### src/rtl/inst_fetch_pkg.sv
// -----------------------------------------------------------------------------
// inst_fetch_pkg
// Shared definitions for the instruction fetch stage and its neighbours:
//   - NOP encoding driven on INST while nothing has been fetched
//   - fetch FSM state encoding (BOOT / RUN / FLUSH)
//   - default reset PC and buffer depth
//   - RV32I major opcodes, also used by decode
//   - buffer entry layout {pc, inst} and small PC helpers
// -----------------------------------------------------------------------------
package inst_fetch_pkg;

    localparam logic [31:0] NOP_INST         = 32'h0000_0013;
    localparam logic [31:0] RESET_PC_DEFAULT = 32'h0000_0000;
    localparam int unsigned DEPTH_DEFAULT    = 2;

    // Major opcodes (inst[6:0]) shared with decode
    localparam logic [6:0] OPC_LUI    = 7'b011_0111;
    localparam logic [6:0] OPC_AUIPC  = 7'b001_0111;
    localparam logic [6:0] OPC_JAL    = 7'b110_1111;
    localparam logic [6:0] OPC_JALR   = 7'b110_0111;
    localparam logic [6:0] OPC_BRANCH = 7'b110_0011;
    localparam logic [6:0] OPC_LOAD   = 7'b000_0011;
    localparam logic [6:0] OPC_STORE  = 7'b010_0011;
    localparam logic [6:0] OPC_OP_IMM = 7'b001_0011;
    localparam logic [6:0] OPC_OP     = 7'b011_0011;
    localparam logic [6:0] OPC_SYSTEM = 7'b111_0011;

    typedef enum logic [1:0] {
        FS_BOOT  = 2'd0,
        FS_RUN   = 2'd1,
        FS_FLUSH = 2'd2
    } fetch_state_e;

    typedef struct packed {
        logic [31:0] pc;
        logic [31:0] inst;
    } fetch_entry_t;

    // Force an address onto a word boundary
    function automatic logic [31:0] word_align(input logic [31:0] addr);
        return {addr[31:2], 2'b00};
    endfunction

    // Sequential next word; carry out of bit 31 is dropped so the PC wraps
    function automatic logic [31:0] pc_next(input logic [31:0] pc);
        return pc + 32'd4;
    endfunction

endpackage

### src/rtl/fetch_buffer.sv
// -----------------------------------------------------------------------------
// fetch_buffer
// Synchronous DEPTH-entry FIFO of {pc, inst} between the memory response path
// and decode. The head entry is read straight out of the storage flops, so the
// consumer sees registered data with no extra pipeline stage.
// Ports:
//   CLK, RST       clock, synchronous active-high reset
//   push_i/push_data_i  write an entry at the tail
//   pop_i          drop the head entry
//   flush_i        discard all entries (wins over push/pop)
//   full_o/empty_o occupancy flags
//   count_o        number of valid entries (0..DEPTH)
//   head_o         oldest entry (NOP/0 after reset)
// -----------------------------------------------------------------------------
module fetch_buffer
    import inst_fetch_pkg::*;
#(
    parameter  int unsigned DEPTH = DEPTH_DEFAULT,
    localparam int unsigned PTR_W = $clog2(DEPTH),
    localparam int unsigned CNT_W = $clog2(DEPTH + 1)
) (
    input  logic             CLK,
    input  logic             RST,
    input  logic             push_i,
    input  fetch_entry_t     push_data_i,
    input  logic             pop_i,
    input  logic             flush_i,
    output logic             full_o,
    output logic             empty_o,
    output logic [CNT_W-1:0] count_o,
    output fetch_entry_t     head_o
);

    fetch_entry_t     mem_q [DEPTH];
    logic [PTR_W-1:0] wr_ptr_q, wr_ptr_d;
    logic [PTR_W-1:0] rd_ptr_q, rd_ptr_d;
    logic [CNT_W-1:0] count_q, count_d;
    logic             do_push_s;
    logic             do_pop_s;

    assign full_o  = (count_q == CNT_W'(DEPTH));
    assign empty_o = (count_q == CNT_W'(0));
    assign count_o = count_q;
    assign head_o  = mem_q[rd_ptr_q];

    // Qualify push/pop against occupancy; a push into a full buffer is dropped
    always_comb begin
        do_push_s = push_i & ~full_o;
        do_pop_s  = pop_i & ~empty_o;
    end

    // Pointer and occupancy next state
    always_comb begin
        wr_ptr_d = wr_ptr_q;
        rd_ptr_d = rd_ptr_q;
        count_d  = count_q;
        if (flush_i) begin
            wr_ptr_d = PTR_W'(0);
            rd_ptr_d = PTR_W'(0);
            count_d  = CNT_W'(0);
        end else begin
            if (do_push_s) begin
                wr_ptr_d = wr_ptr_q + PTR_W'(1);
            end else begin
                wr_ptr_d = wr_ptr_q;
            end
            if (do_pop_s) begin
                rd_ptr_d = rd_ptr_q + PTR_W'(1);
            end else begin
                rd_ptr_d = rd_ptr_q;
            end
            case ({do_push_s, do_pop_s})
                2'b10:   count_d = count_q + CNT_W'(1);
                2'b01:   count_d = count_q - CNT_W'(1);
                default: count_d = count_q;
            endcase
        end
    end

    // Pointer and occupancy registers
    always_ff @(posedge CLK) begin
        if (RST) begin
            wr_ptr_q <= PTR_W'(0);
            rd_ptr_q <= PTR_W'(0);
            count_q  <= CNT_W'(0);
        end else begin
            wr_ptr_q <= wr_ptr_d;
            rd_ptr_q <= rd_ptr_d;
            count_q  <= count_d;
        end
    end

    // Entry storage; reset value makes the idle head read as NOP at PC 0
    always_ff @(posedge CLK) begin
        if (RST) begin
            for (int i = 0; i < int'(DEPTH); i++) begin
                mem_q[i] <= '{pc: 32'h0000_0000, inst: NOP_INST};
            end
        end else if (do_push_s && !flush_i) begin
            mem_q[wr_ptr_q] <= push_data_i;
        end
    end

endmodule

### src/rtl/inst_fetch.sv
// -----------------------------------------------------------------------------
// inst_fetch
// Instruction fetch stage: issues in-order word requests to instruction
// memory, buffers the returned words and hands {PC, INST} to decode.
// A redirect flushes the buffer; responses still owed by memory for the old
// path are drained and dropped in FLUSH before fetching resumes.
// Ports:
//   CLK, RST             clock, synchronous active-high reset
//   IMEM_REQ/IMEM_ADDR   fetch request and word-aligned address
//   IMEM_GNT             request accepted this cycle
//   IMEM_RVALID/RDATA    in-order response word
//   REDIRECT/REDIRECT_PC new fetch target (bits [1:0] ignored)
//   INST/PC/INST_VALID   registered head of the instruction buffer
//   ID_READY             decode consumes INST when INST_VALID=1
// -----------------------------------------------------------------------------
module inst_fetch
    import inst_fetch_pkg::*;
#(
    parameter logic [31:0] RESET_PC = RESET_PC_DEFAULT,
    parameter int unsigned DEPTH    = DEPTH_DEFAULT
) (
    input  logic        CLK,
    input  logic        RST,
    output logic        IMEM_REQ,
    output logic [31:0] IMEM_ADDR,
    input  logic        IMEM_GNT,
    input  logic        IMEM_RVALID,
    input  logic [31:0] IMEM_RDATA,
    input  logic        REDIRECT,
    input  logic [31:0] REDIRECT_PC,
    output logic [31:0] INST,
    output logic [31:0] PC,
    output logic        INST_VALID,
    input  logic        ID_READY
);

    localparam int unsigned CNT_W = $clog2(DEPTH + 1);
    localparam logic [CNT_W:0] CREDIT_MAX = (CNT_W + 1)'(DEPTH);

    fetch_state_e     state_q, state_d;
    logic [31:0]      fetch_pc_q, fetch_pc_d;
    logic [CNT_W-1:0] outst_q, outst_d;

    logic [CNT_W-1:0] buf_count_s;
    logic             buf_full_s;
    logic             buf_empty_s;
    logic             buf_push_s;
    logic             buf_pop_s;
    fetch_entry_t     buf_head_s;
    fetch_entry_t     push_entry_s;

    logic [CNT_W:0]   credit_used_s;
    logic             req_s;
    logic             gnt_s;
    logic             rsp_s;
    logic [31:0]      rsp_pc_s;

    // Request only in RUN while buffered + in-flight words leave room
    always_comb begin
        credit_used_s = {1'b0, buf_count_s} + {1'b0, outst_q};
        if (state_q == FS_RUN) begin
            req_s = (credit_used_s < CREDIT_MAX);
        end else begin
            req_s = 1'b0;
        end
    end

    // Grant/response bookkeeping; RVALID with nothing owed (e.g. right
    // after reset) is not ours and is ignored
    always_comb begin
        gnt_s   = req_s & IMEM_GNT;
        rsp_s   = IMEM_RVALID & (outst_q != CNT_W'(0));
        outst_d = outst_q;
        case ({gnt_s, rsp_s})
            2'b10:   outst_d = outst_q + CNT_W'(1);
            2'b01:   outst_d = outst_q - CNT_W'(1);
            default: outst_d = outst_q;
        endcase
    end

    // Responses return in order, so the oldest in-flight word sits
    // outstanding*4 bytes behind the fetch PC (modulo 2^32)
    always_comb begin
        rsp_pc_s     = fetch_pc_q - 32'({outst_q, 2'b00});
        push_entry_s = '{pc: rsp_pc_s, inst: IMEM_RDATA};
        buf_push_s   = rsp_s & (state_q == FS_RUN) & ~REDIRECT;
        buf_pop_s    = ~buf_empty_s & ID_READY & ~REDIRECT;
    end

    // Fetch PC: redirect target wins over sequential advance
    always_comb begin
        fetch_pc_d = fetch_pc_q;
        if (REDIRECT) begin
            fetch_pc_d = word_align(REDIRECT_PC);
        end else if (gnt_s) begin
            fetch_pc_d = pc_next(fetch_pc_q);
        end else begin
            fetch_pc_d = fetch_pc_q;
        end
    end

    // FSM next state; FLUSH drains responses owed to the abandoned path
    always_comb begin
        state_d = state_q;
        case (state_q)
            FS_BOOT: begin
                state_d = FS_RUN;
            end
            FS_RUN: begin
                if (REDIRECT && (outst_d != CNT_W'(0))) begin
                    state_d = FS_FLUSH;
                end else begin
                    state_d = FS_RUN;
                end
            end
            FS_FLUSH: begin
                if (outst_d == CNT_W'(0)) begin
                    state_d = FS_RUN;
                end else begin
                    state_d = FS_FLUSH;
                end
            end
            default: begin
                state_d = FS_BOOT;
            end
        endcase
    end

    // State, fetch PC and credit registers
    always_ff @(posedge CLK) begin
        if (RST) begin
            state_q    <= FS_BOOT;
            fetch_pc_q <= word_align(RESET_PC);
            outst_q    <= CNT_W'(0);
        end else begin
            state_q    <= state_d;
            fetch_pc_q <= fetch_pc_d;
            outst_q    <= outst_d;
        end
    end

    fetch_buffer #(
        .DEPTH (DEPTH)
    ) u_buf (
        .CLK         (CLK),
        .RST         (RST),
        .push_i      (buf_push_s),
        .push_data_i (push_entry_s),
        .pop_i       (buf_pop_s),
        .flush_i     (REDIRECT),
        .full_o      (buf_full_s),
        .empty_o     (buf_empty_s),
        .count_o     (buf_count_s),
        .head_o      (buf_head_s)
    );

    assign IMEM_REQ   = req_s;
    assign IMEM_ADDR  = fetch_pc_q;
    assign INST       = buf_head_s.inst;
    assign PC         = buf_head_s.pc;
    assign INST_VALID = ~buf_empty_s;

endmodule

### config.mk
export PLATFORM = sky130hd
export DESIGN_NAME = inst_fetch
export DESIGN_NICKNAME = d
export VERILOG_FILES = /design/src/rtl/inst_fetch_pkg.sv /design/src/rtl/fetch_buffer.sv /design/src/rtl/inst_fetch.sv
export SDC_FILE = /design/constraint.sdc
export NUM_CORES = 1
export LEC_CHECK = 0
export ABC_CLOCK_PERIOD_IN_PS = 3550
export CORE_MARGIN = 2
export CORE_UTILIZATION = 52
export DETAILED_ROUTE_END_ITERATION = 10
export PLACE_DENSITY = 0.77
export SETUP_SLACK_MARGIN = 0.02
export SLEW_MARGIN = 10
export SYNTH_ARGS = -nofsm -noshare
export SYNTH_HDL_FRONTEND = slang
export SYNTH_HIERARCHICAL = 1
export SYNTH_SLANG_ARGS = --single-unit
### constraint.sdc
create_clock -name CLK -period 3.55 [get_ports CLK]
set_input_delay 0.355 -clock CLK [delete_from_list [all_inputs] [get_ports CLK]]
set_output_delay 0.355 -clock CLK [all_outputs]
set_load 0.02 [all_outputs]
==> reports/results.env, run 1 <==
CTS.HTREE.LEVELS=4
WORST_HOLD_SLACK_PS=483
WIRE_LENGTH_OF_THE_FIRST_GLOBAL_ROUTING_PASS_UM=29300
WORSTHOLDPATHTYPE='input port to register'
FINISH.NET_COUNT=929
DETAIL_ROUTE.VIAS_PER_CELL=5.42
TOTAL_LEAKAGE_POWER_nW=3.92
FLOORPLAN.IO_PINS=168
R2R_SETUP_SLACK_PS=480
CTS.ROOT.BUFFER_CELL='sky130_fd_sc_hd__clkbuf_16'
SETUP-TNS-FINAL_PS=0
YOSYS.AREA_SHARE.ADDER_PCT=1.22
DRT_DRC_VIOLATIONS_LEFT=0
IO_BUFFER_COUNT=163
NUMBER_OF_VIAS_AFTER_DETAILED_ROUTING=5854
ANTENNA_VIOLATIONS_BEFORE_REPAIR=0
NUMBER_OF_SYNTHESIS_WARNINGS=6
GRT_UTIL_ALL_LAYERS_PCT=21.3
R2R-END='u_buf/mem_q[0][50]'
PEAKVDDDROP_mV=0.352
MAX_CAPACITANCE_VIOLATION_COUNT=0
REQUIRED_PS=3730
SYNTH_SEQ_AREA_SHARE_PCT=54.9
GLOBALROUTE.TOTALOVERFLOW=0
SYN_AVG_CELL_AREA_UM2=11.9
LARGEST_NET_DEGREE_AT_THE_START_OF_GLOBAL_ROUTING=65
SETUP_VIOL_COUNT_FINAL=0
LAYOUT.AREA.SEQ_UM2=4630
WORST-SETUP-PATH-TYPE='register to register'
CTS_BUF_COUNT=17
SYNTH_TOP_AREA_SHARE_PCT=45.6
MAX_SLEW.WORST_PIN.SLEW_PS=771
CLKSLEWWORSTSETUPHOLDPATHS_PS=60
TOTALWIRELENGTH_UM=18200
TIMING.FINAL.MAX_SLEW_VIOLATIONS=0
R2R_CELLS=8
SYNTH_SIMPLE_GATE_AREA_SHARE_PCT=20.8
HOLD_VIOL_FINAL=0
SYNTH.CELL_AREA_UM2=8420
COMMONEST_CELLS_AFTER_ROUTING_FILL_AND_TAPS_ASIDE='sky130_fd_sc_hd__clkdlybuf4s50_1 (163), sky130_fd_sc_hd__edfxtp_1 (128), sky130_fd_sc_hd__and2_1 (127)'
START_UTIL_PCT=53.0
HOLD_DEPTH=3
FINALWEIGHTEDCONGESTION=0.866
COMPOUND_CELL_AREA_SHARE_OF_THE_YOSYS_NETLIST_PCT=4.16
P_PER_AREA_nW_PER_UM2=451
FILLER_CELL_COUNT=1206
POST-SYNTH-TOP-AREA-CELL='sky130_fd_sc_hd__edfxtp_1'
CLKSINKCOUNT=167
NUMBER_OF_LIBRARY_CELL_TYPES_MAPPED_BY_SYNTHESIS=55
MAX_CLOCK_FREQ_MHz=326
LAYOUT-AREA-OVERHEAD-VS-SYNTH_PCT=27.3
TRITONCTS='yes'
MIN-DELAY-START='REDIRECT_PC[4]'
TIMING.FINAL.CRIT_SHARE_PCT=86.3
DRIVE_GT1_SHARE_PCT=13.3
MIN_DELAY_WORST_ENDPOINT='IMEM_ADDR[4]'
CTS_HOLD_BUF=0
CLOCK_LATENCY_PS=420
RUN_STATUS='completed'
DIE_AREA_UM2=17200
POST_SYNTH_XOR_AREA_FRACTION_PCT=5.70
MAX_SLEW_MARGIN_PCT=48.6
CRIT_PATH_END_KIND='register'
VIA_COUNT_OF_THE_FIRST_GLOBAL_ROUTING_PASS=5927
PERIOD_NEEDED_PS=3070
PORTION_OF_NETLIST_AREA_OCCUPIED_BY_MUX_CELLS_PCT=8.69
DP.FINAL_HPWL_UM=12100
DETAILEDROUTE.FIRSTPASSITERATIONCOUNT=5
ROUTE.ANTENNA.REMAINING_NETS=0
CORE.ROWCOUNT=46
DRT_ITER0_MARKERS=423
DIE_WIDTH_UM=131
POST_SYNTH_MAIN_AREA_CONTRIBUTORS='sky130_fd_sc_hd__edfxtp_1 (46%), sky130_fd_sc_hd__and2_1 (9.4%), sky130_fd_sc_hd__dfxtp_1 (9.3%)'
SYNTHESIS.INSTANCES=707
CRIT_FANOUT=8
WORSTSETUPSTARTPOINTTYPE='register'
FLOP_AND_LATCH_COUNT_OUT_OF_SYNTHESIS=167
FLOORPLAN.DIE.HEIGHT_UM=131
POSTCTSSETUPBUFFERS=0
DOMINANT_COMBINATIONAL_CELL_FAMILY_BY_AREA_AFTER_SYNTHESIS='simple AND/OR/NAND/NOR gates'
MULTI_INPUT_COMB_AREA_UM2=3440
CRIT_ARRIVAL_PS=3240
RSZ0062_AT_GRT='false'
LARGEST_BUFFER_COUNT_ON_ANY_CLOCK_PATH=2
WORST_R2R_STARTPOINT='outst_q[0]'
DIODES=0
WL_PER_CELL_UM=16.9
CORE_REGION_AREA_UM2=15900
FIN_SKEW_PS=7.34
MOSTFREQUENTLAYOUTCELL='sky130_fd_sc_hd__clkdlybuf4s50_1'
POST_CTS_RESIZED=0
-- worst max path at each step --
stage               depth (start not counted)  slack, ps                  to              from
floorplan                                   9        570       IMEM_ADDR[16]  u_buf/count_o[0]
global placement                            8        530  u_buf/mem_q[0][61]        outst_q[1]
detailed placement                          8        490  u_buf/mem_q[0][61]        outst_q[1]
CTS                                         8        480  u_buf/mem_q[0][61]        outst_q[1]
global route                                8        310  u_buf/mem_q[1][50]        outst_q[0]
finish                                      8        480  u_buf/mem_q[0][50]        outst_q[0]
-- metal layers --
metal / vias to the layer above / GRT usage (%) / wire length, µm / share of wire [%]
li1: 2792 / - / - / -
met1: 2833 / 26.7 / 8030 / 44
met2: 204 / 36.2 / 8930 / 49
met3: 25 / 5.17 / 989 / 5.4
met4: 0 / 7.37 / 291 / 1.6
met5: - / 0 / 0 / 0
-- critical path, cell delays in order (launching register included) --
cell and delay, ps:
sky130_fd_sc_hd__dfxtp_1 450, sky130_fd_sc_hd__ha_1 240, sky130_fd_sc_hd__fa_1 240, sky130_fd_sc_hd__or4b_2 690
sky130_fd_sc_hd__or4_1 600, sky130_fd_sc_hd__nor2_1 220, sky130_fd_sc_hd__nand2_1 90, sky130_fd_sc_hd__xnor2_1 140
sky130_fd_sc_hd__and2_1 150
-- cells in the mapped netlist (all sizes together) --
master	number
inv	14
xor2	32
and2	127
clkinv	1
or3	8
nor2b	4
a221oi	2
a21o	1
or2	3
o41a	1
o21ai	10
o221a	1
edfxtp	128
nor3b	3
clkbuf	27
buf	26
nand2b	9
nor4	14
nand3	10
a311oi	4
or4b	2
nor2	45
nand4	16
o21a	2
and3	8
a21oi	8
fa	2
nand2	26
a22oi	1
nor4b	3
o311a	1
ha	5
conb	1
nor3	7
nand3b	1
o31a	2
mux2	65
a211oi	17
nand4b	1
xnor2	22
or4	4
dfxtp	39
and4	4
-- logic make-up (layout without fill, tap and decap cells) --
family | after synthesis | after routing
xor+xnor | 54 | 54
mux | 65 | 65
other cells | 1 | 6
flops | 167 | 167
buf+inv | 68 | 221
fa+ha+maj | 7 | 7
compound gates | 50 | 50
simple gates | 295 | 295
-- per-stage QoR --
| stage | instance area, µm² | instances | setup WS [ps] | power, mW | util (%) |
|---|---|---|---|---|---|
| detailed placement | 10100 | 1049 | 492 | 3.07 | 63.9 |
| finish | 10700 | 1081 | 485 | 4.83 | 67.5 |
| floorplan | 8440 | 712 | 574 | 2.76 | - |
| CTS | 10700 | 1081 | 480 | 4.87 | 67.5 |
| global route | 10700 | 1081 | 306 | 5.02 | 67.5 |
| global placement | 10100 | 1049 | 532 | 3.05 | 63.9 |
-- final cells by class --
class                           instances  share of cell area [%]
Sequential cell                       167                    43.2
Clock inverter                         12                    1.25
Timing Repair Buffer                  174                    16.3
Clock buffer                           20                    4.07
Tap cell                              216                    2.52
Multi-Input combinational cell        477                    32.1
Inverter                               15                   0.525
-- where the power goes --
part / internal (mW) / switching [mW]
registers: 2.20 / 0.0989
clock network: 1.09 / 0.706
logic: 0.360 / 0.383
total: 3.65 / 1.19
-- registers in the layout, summed over array words and instances (netlist names), named ones only --
register / count
u_buf/mem_q: 128
IMEM_ADDR: 30
outst_q: 2
state_q: 2
u_buf/count_o: 2
u_buf/rd_ptr_q: 1
u_buf/wr_ptr_q: 1
No activity file was read; power rests on OpenSTA's default activity.
==> inputs of run 2 (changes only) <==
ABC_CLOCK_PERIOD_IN_PS = 2700   (was 3550)
CORE_UTILIZATION = 47   (was 52)
PLACE_DENSITY = 0.74   (was 0.77)
clock period = 2.7 ns   (was 3.55 ns; I/O delays follow)
==> reports/results.env, run 2 (same netlist as run 1, synthesis figures left out) <==
DRIVE_GT1_SHARE_PCT=20.4
FLOORPLAN.DIE.HEIGHT_UM=138
SWITCHING_POWER_mW=1.64
DIE_WIDTH_UM=138
CLOCK_LATENCY_PS=410
DRT_DRC_VIOLATIONS_LEFT=0
MAX_CAPACITANCE_VIOLATION_COUNT=0
DIE_AREA_UM2=19000
GLOBALROUTE.TOTALOVERFLOW=0
WORSTSETUPSTARTPOINTTYPE='register'
FLOORPLAN.IO_PINS=168
SWITCHING_SHARE_PCT=25.3
SETUP-TNS-FINAL_PS=0
DP.FINAL_HPWL_UM=13200
ANTENNA_VIOLATIONS_BEFORE_REPAIR=0
START_UTIL_PCT=48.4
FIN_SKEW_PS=8.99
TOP_REGISTER='u_buf/mem_q'
DRT_ITER0_MARKERS=247
CRIT_FANOUT=4
PERIOD_NEEDED_PS=2630
LARGEST_BUFFER_COUNT_ON_ANY_CLOCK_PATH=2
DIODES=0
CRIT_ARRIVAL_PS=2800
SEQUENTIALPOWERSHARE_PCT=45.5
CTS_BUF_COUNT=17
VIA_COUNT_OF_THE_FIRST_GLOBAL_ROUTING_PASS=6097
WORSTHOLDPATHTYPE='input port to register'
LARGEST_NET_DEGREE_AT_THE_START_OF_GLOBAL_ROUTING=65
COMMONEST_CELLS_AFTER_ROUTING_FILL_AND_TAPS_ASIDE='sky130_fd_sc_hd__clkdlybuf4s50_1 (162), sky130_fd_sc_hd__edfxtp_1 (128), sky130_fd_sc_hd__and2_1 (126)'
CLOCKPOWERSHARE_PCT=35.4
SETUP_SLACK_PS=72.2
DETAILEDROUTE.FIRSTPASSITERATIONCOUNT=4
WL_PER_CELL_UM=16.9
TIMING.FINAL.CRIT_SHARE_PCT=97.3
CRIT_PATH_END_KIND='register'
TRITONCTS='yes'
NUMBER_OF_VIAS_AFTER_DETAILED_ROUTING=5934
GRT_UTIL_ALL_LAYERS_PCT=20.6
TOTAL_LEAKAGE_POWER_nW=4.16
RUN_STATUS='completed'
MOSTFREQUENTLAYOUTCELL='sky130_fd_sc_hd__clkdlybuf4s50_1'
SETUP_VIOL_COUNT_FINAL=0
RSZ0062_AT_GRT='true'
LARGEST_REGISTER_FFS=128
PRECTSSETUPSLACK_PS=-16.3
SHARE_COMB_OF_TOTAL_POWER_PCT=19.1
CORE_REGION_AREA_UM2=17400
FIN_AREA_UM2=11200
CTS.HTREE.LEVELS=4
IO_BUFFER_COUNT=163
INTERNAL_POWER_mW=4.86
WORST-SETUP-PATH-TYPE='register to register'
WIRE_LENGTH_OF_THE_FIRST_GLOBAL_ROUTING_PASS_UM=29900
CLKSLEWWORSTSETUPHOLDPATHS_PS=60
FINALWEIGHTEDCONGESTION=0.892
PEAKVDDDROP_mV=0.437
DETAIL_ROUTE.VIAS_PER_CELL=5.25
HOLD_VIOL_FINAL=0
FILLER_CELL_COUNT=1367
TIMING.FINAL.MAX_SLEW_VIOLATIONS=0
P_PER_AREA_nW_PER_UM2=582
MAX_CLOCK_FREQ_MHz=381
LAYOUT-AREA-OVERHEAD-VS-SYNTH_PCT=32.9
CLKSINKCOUNT=167
CTS.ROOT.BUFFER_CELL='sky130_fd_sc_hd__clkbuf_16'
FINISH.NET_COUNT=969
REQUIRED_PS=2880
CORE.ROWCOUNT=48
ROUTE.ANTENNA.REMAINING_NETS=0
PLACED_CELL_AREA_UM2=10500
CTS_HOLD_BUF=0
TOTALWIRELENGTH_UM=19100
==> run 2: changes by cell type in the layout (fill, tap and decap cells not counted), sizes merged <==
cell	delta
clkdlybuf4s50	-1
clkinv	+2
clkbuf	-1
clkdlybuf4s15	+1
bufinv	-1
buf	+40
==> run 2: what timing repair did <==
action,in CTS,in global routing
resized for setup,3,17
buffers inserted,0,3
pin swaps,0,3
setup endpoints to repair,13,30
==> run 2: layout make-up <==
type	instances	area [µm²]	share of cell area (%)
Timing Repair Buffer	214	2090	18.7
Sequential cell	167	4640	41.5
Multi-Input combinational cell	477	3550	31.7
Inverter	15	56.3	0.503
Clock inverter	13	133	1.19
Tap cell	225	282	2.52
Clock buffer	19	433	3.87
==> run 2: critical path: stages (launching register included) <==
cell and delay (ps):
sky130_fd_sc_hd__dfxtp_2 320, sky130_fd_sc_hd__or4_4 570, sky130_fd_sc_hd__or3_4 360, sky130_fd_sc_hd__or3_4 410, sky130_fd_sc_hd__or4_4 440, sky130_fd_sc_hd__xnor2_2 140
sky130_fd_sc_hd__and2_1 150
==> run 2: worst paths after layout <==
kind	startpoint	to	slack (ps)	depth (start not counted)
worst max-delay path	IMEM_ADDR[7]	u_buf/mem_q[1][61]	70	6
worst min-delay path	REDIRECT_PC[5]	IMEM_ADDR[5]	410	3
worst min register to register	u_buf/wr_ptr_q	u_buf/wr_ptr_q	540	2
worst max register to register	IMEM_ADDR[7]	u_buf/mem_q[1][61]	70	6
==> run 2: stage by stage <==
step / total power, mW / utilization (%) / cells / hold slack (ps)
finish: 6.51 / 64.3 / 1130 / 410
global route: 6.79 / 64.3 / 1130 / 417
CTS: 6.51 / 63.7 / 1127 / 393
detailed placement: 4.20 / 60.4 / 1095 / 519
global placement: 4.15 / 60.4 / 1095 / 502
floorplan: 3.68 / - / 712 / 407
==> run 2: metal layers <==
metal	GRT usage (%)	up-vias	share of wire [%]
met2	35.0	209	49
li1	-	2864	-
met3	4.31	19	6.3
met4	7.43	0	1.3
met5	0	-	0
met1	26.1	2842	44
==> run 2: power by group through the flow <==
stage | logic, mW | registers [mW] | clock network [mW]
after floorplan | 0.621 | 3.06 | 0
final | 1.24 | 2.96 | 2.30
after global routing | 1.35 | 2.97 | 2.47
after global placement | 1.15 | 3.00 | 0
after CTS | 1.19 | 2.96 | 2.35
after detailed placement | 1.19 | 3.01 | 0
==> inputs of run 3 (changes only) <==
CORE_MARGIN = not set   (was 2)
CORE_UTILIZATION = 25   (was 47)
PLACE_DENSITY = 0.43   (was 0.74)
RECOVER_POWER = 100   (was not set)
==> reports/results.env, run 3 (same netlist as run 1, synthesis figures left out) <==
FINISH.NET_COUNT=980
WORSTHOLDPATHTYPE='input port to register'
MAX_CLOCK_FREQ_MHz=382
MAX_STAGE_DELAY_PS=490
PERIOD_NEEDED_PS=2620
REQUIRED_PS=2870
FINAL_CORE_UTILIZATION_PCT=34.9
SETUP_SLACK_PS=80.6
CLOCK_LATENCY_PS=420
DETAILEDROUTE.FIRSTPASSITERATIONCOUNT=4
STARTPOINT='outst_q[1]'
SHARE_COMB_OF_TOTAL_POWER_PCT=18.5
CRIT_FANOUT=3
CLKSINKCOUNT=167
ROUTE.ANTENNA.REMAINING_NETS=0
TOTALWIRELENGTH_UM=22300
PEAKVDDDROP_mV=0.435
FLOORPLAN.IO_PINS=168
LARGEST_REGISTER_FFS=128
FINALWEIGHTEDCONGESTION=0.743
VIA_COUNT_OF_THE_FIRST_GLOBAL_ROUTING_PASS=5700
CRIT_PATH_TOP_DELAY_CELL='sky130_fd_sc_hd__or4b_4'
TIMING.FINAL.MAX_SLEW_VIOLATIONS=0
WORST_SETUP_PATH_ENDPOINT='u_buf/mem_q[1][61]'
CP.DEPTH=8
MOSTFREQUENTLAYOUTCELL='sky130_fd_sc_hd__edfxtp_1'
DETAIL_ROUTE.VIAS_PER_CELL=4.26
TRITONCTS='yes'
COMMONEST_CELLS_AFTER_ROUTING_FILL_AND_TAPS_ASIDE='sky130_fd_sc_hd__edfxtp_1 (128), sky130_fd_sc_hd__and2_1 (103), sky130_fd_sc_hd__clkdlybuf4s50_1 (97)'
CP_NUM_BUF_INV=1
MAX_CAPACITANCE_VIOLATION_COUNT=0
WL_PER_CELL_UM=16.4
RUN_STATUS='completed'
CELLS_ALONG_THE_CRITICAL_PATH='inv_2 > ha_4 > nor2b_4 > or4b_4 > or3_4 > or4_4 > xnor2_2 > and2_1'
INTERNAL_POWER_mW=4.81
ANTENNA_VIOLATIONS_BEFORE_REPAIR=0
FIN_SKEW_PS=13.4
DIE_AREA_UM2=34400
TIMING.FINAL.CRIT_SHARE_PCT=97.0
R2R_CELLS=8
DIODES=0
WIRE_LENGTH_OF_THE_FIRST_GLOBAL_ROUTING_PASS_UM=33600
FLOORPLAN.DIE.HEIGHT_UM=186
DP.FINAL_HPWL_UM=15800
POWER_mW=6.48
DRIVE_GT1_SHARE_PCT=20.8
CLOCKPOWERSHARE_PCT=35.9
P_PER_AREA_nW_PER_UM2=564
DIE_WIDTH_UM=186
DRT_DRC_VIOLATIONS_LEFT=0
DRT_ITER0_MARKERS=202
LARGEST_BUFFER_COUNT_ON_ANY_CLOCK_PATH=2
GLOBALROUTE.TOTALOVERFLOW=0
R2R_SETUP_SLACK_PS=80
CRIT_ARRIVAL_PS=2790
START_UTIL_PCT=25.6
IO_BUFFER_COUNT=163
GRT_UTIL_ALL_LAYERS_PCT=13.3
PRECTSSETUPSLACK_PS=-19.3
CP_TOP_FAMILY='simple AND/OR/NAND/NOR gates'
CTS.ROOT.BUFFER_CELL='sky130_fd_sc_hd__clkbuf_16'
TOTAL_LEAKAGE_POWER_nW=4.26
SETUP_VIOL_COUNT_FINAL=0
NUMBER_OF_VIAS_AFTER_DETAILED_ROUTING=5777
SWITCHING_SHARE_PCT=25.8
WORST_R2R_STARTPOINT='outst_q[1]'
LARGEST_NET_DEGREE_AT_THE_START_OF_GLOBAL_ROUTING=45
SEQUENTIALPOWERSHARE_PCT=45.6
CLKSLEWWORSTSETUPHOLDPATHS_PS=70
CTS.HTREE.LEVELS=4
LAYOUT-AREA-OVERHEAD-VS-SYNTH_PCT=36.4
HOLD_VIOL_FINAL=0
R2R-END='u_buf/mem_q[1][61]'
CTS_HOLD_BUF=0
CORE.ROWCOUNT=66
SWITCHING_POWER_mW=1.67
CRIT_PATH_END_KIND='register'
WORST-SETUP-PATH-TYPE='register to register'
WORSTSETUPSTARTPOINTTYPE='register'
RSZ0062_AT_GRT='true'
TOP_REGISTER='u_buf/mem_q'
CORE_REGION_AREA_UM2=32900
CTS_BUF_COUNT=17
FILLER_CELL_COUNT=3357
[run 3: cell types whose count changed in the layout (fill, tap and decap cells not counted), moves of 4 or more]
cell,change
sky130_fd_sc_hd__and2_1,-23
sky130_fd_sc_hd__buf_12,-4
sky130_fd_sc_hd__clkbuf_4,+6
sky130_fd_sc_hd__and2_0,+24
sky130_fd_sc_hd__clkinv_4,-5
sky130_fd_sc_hd__clkbuf_1,+7
sky130_fd_sc_hd__dlygate4sd3_1,+65
sky130_fd_sc_hd__clkdlybuf4s50_1,-65
sky130_fd_sc_hd__buf_6,+4
[run 3: area by class of cell]
cell class                 instances  area (µm²)  area share [%]
sequential                       167        4640            40.4
multi-input combinational        477        3570            31.1
timing repair buffer             225        2120            18.5
tap                              442         553            4.82
clock buffer                      21         440            3.84
clock inverter                    10         106           0.926
inverter                          15        56.3           0.490
[run 3: how the worst min path moves through the flow]
stage	end	start	depth (start not counted)
6_report	IMEM_ADDR[12]	REDIRECT_PC[12]	3
5_1_grt	IMEM_ADDR[8]	REDIRECT_PC[8]	3
4_1_cts	IMEM_ADDR[12]	REDIRECT_PC[12]	3
3_5_place_dp	u_buf/rd_ptr_q	u_buf/rd_ptr_q	2
3_3_place_gp	u_buf/rd_ptr_q	u_buf/rd_ptr_q	2
2_1_floorplan	IMEM_ADDR[8]	REDIRECT_PC[8]	2
[run 3: layer usage]
layer	global-route usage [%]	routed length [µm]
met4	3.41	168
met5	0	0
met3	3.03	966
met2	22.1	10500
met1	17.3	10600
[run 3: what timing repair did]
action                     4_1_cts  5_1_grt
pin swaps                        1        1
setup endpoints to repair       17       29
gates resized for setup          6       21
buffers inserted                 0        1
gates cloned                     0        0
[run 3: power groups by stage]
stage / Combinational (mW) / Clock [mW] / Sequential (mW)
final: 1.20 / 2.33 / 2.96
after global routing: 1.32 / 2.51 / 2.97
after CTS: 1.26 / 2.42 / 2.96
after detailed placement: 1.23 / 0 / 3.01
after global placement: 1.24 / 0 / 3.01
after floorplan: 0.621 / 0 / 3.06
[run 3: metrics by stage]
| step | hold WS (ps) | setup TNS [ps] | instance area [µm²] | instances |
|---|---|---|---|---|
| finish | 415 | 0 | 11500 | 1357 |
| CTS | 386 | 0 | 11500 | 1356 |
| floorplan | 407 | -126 | 8520 | 712 |
| detailed placement | 516 | -66.2 | 11000 | 1325 |
| global placement | 496 | 0 | 11000 | 1325 |
| global route | 412 | 0 | 11500 | 1357 |
[run 3: tightest hold or removal path, delay by kind of cell]
kind / cells / cell delay, ps
buf+inv: 1 / 390
simple gates: 2 / 130
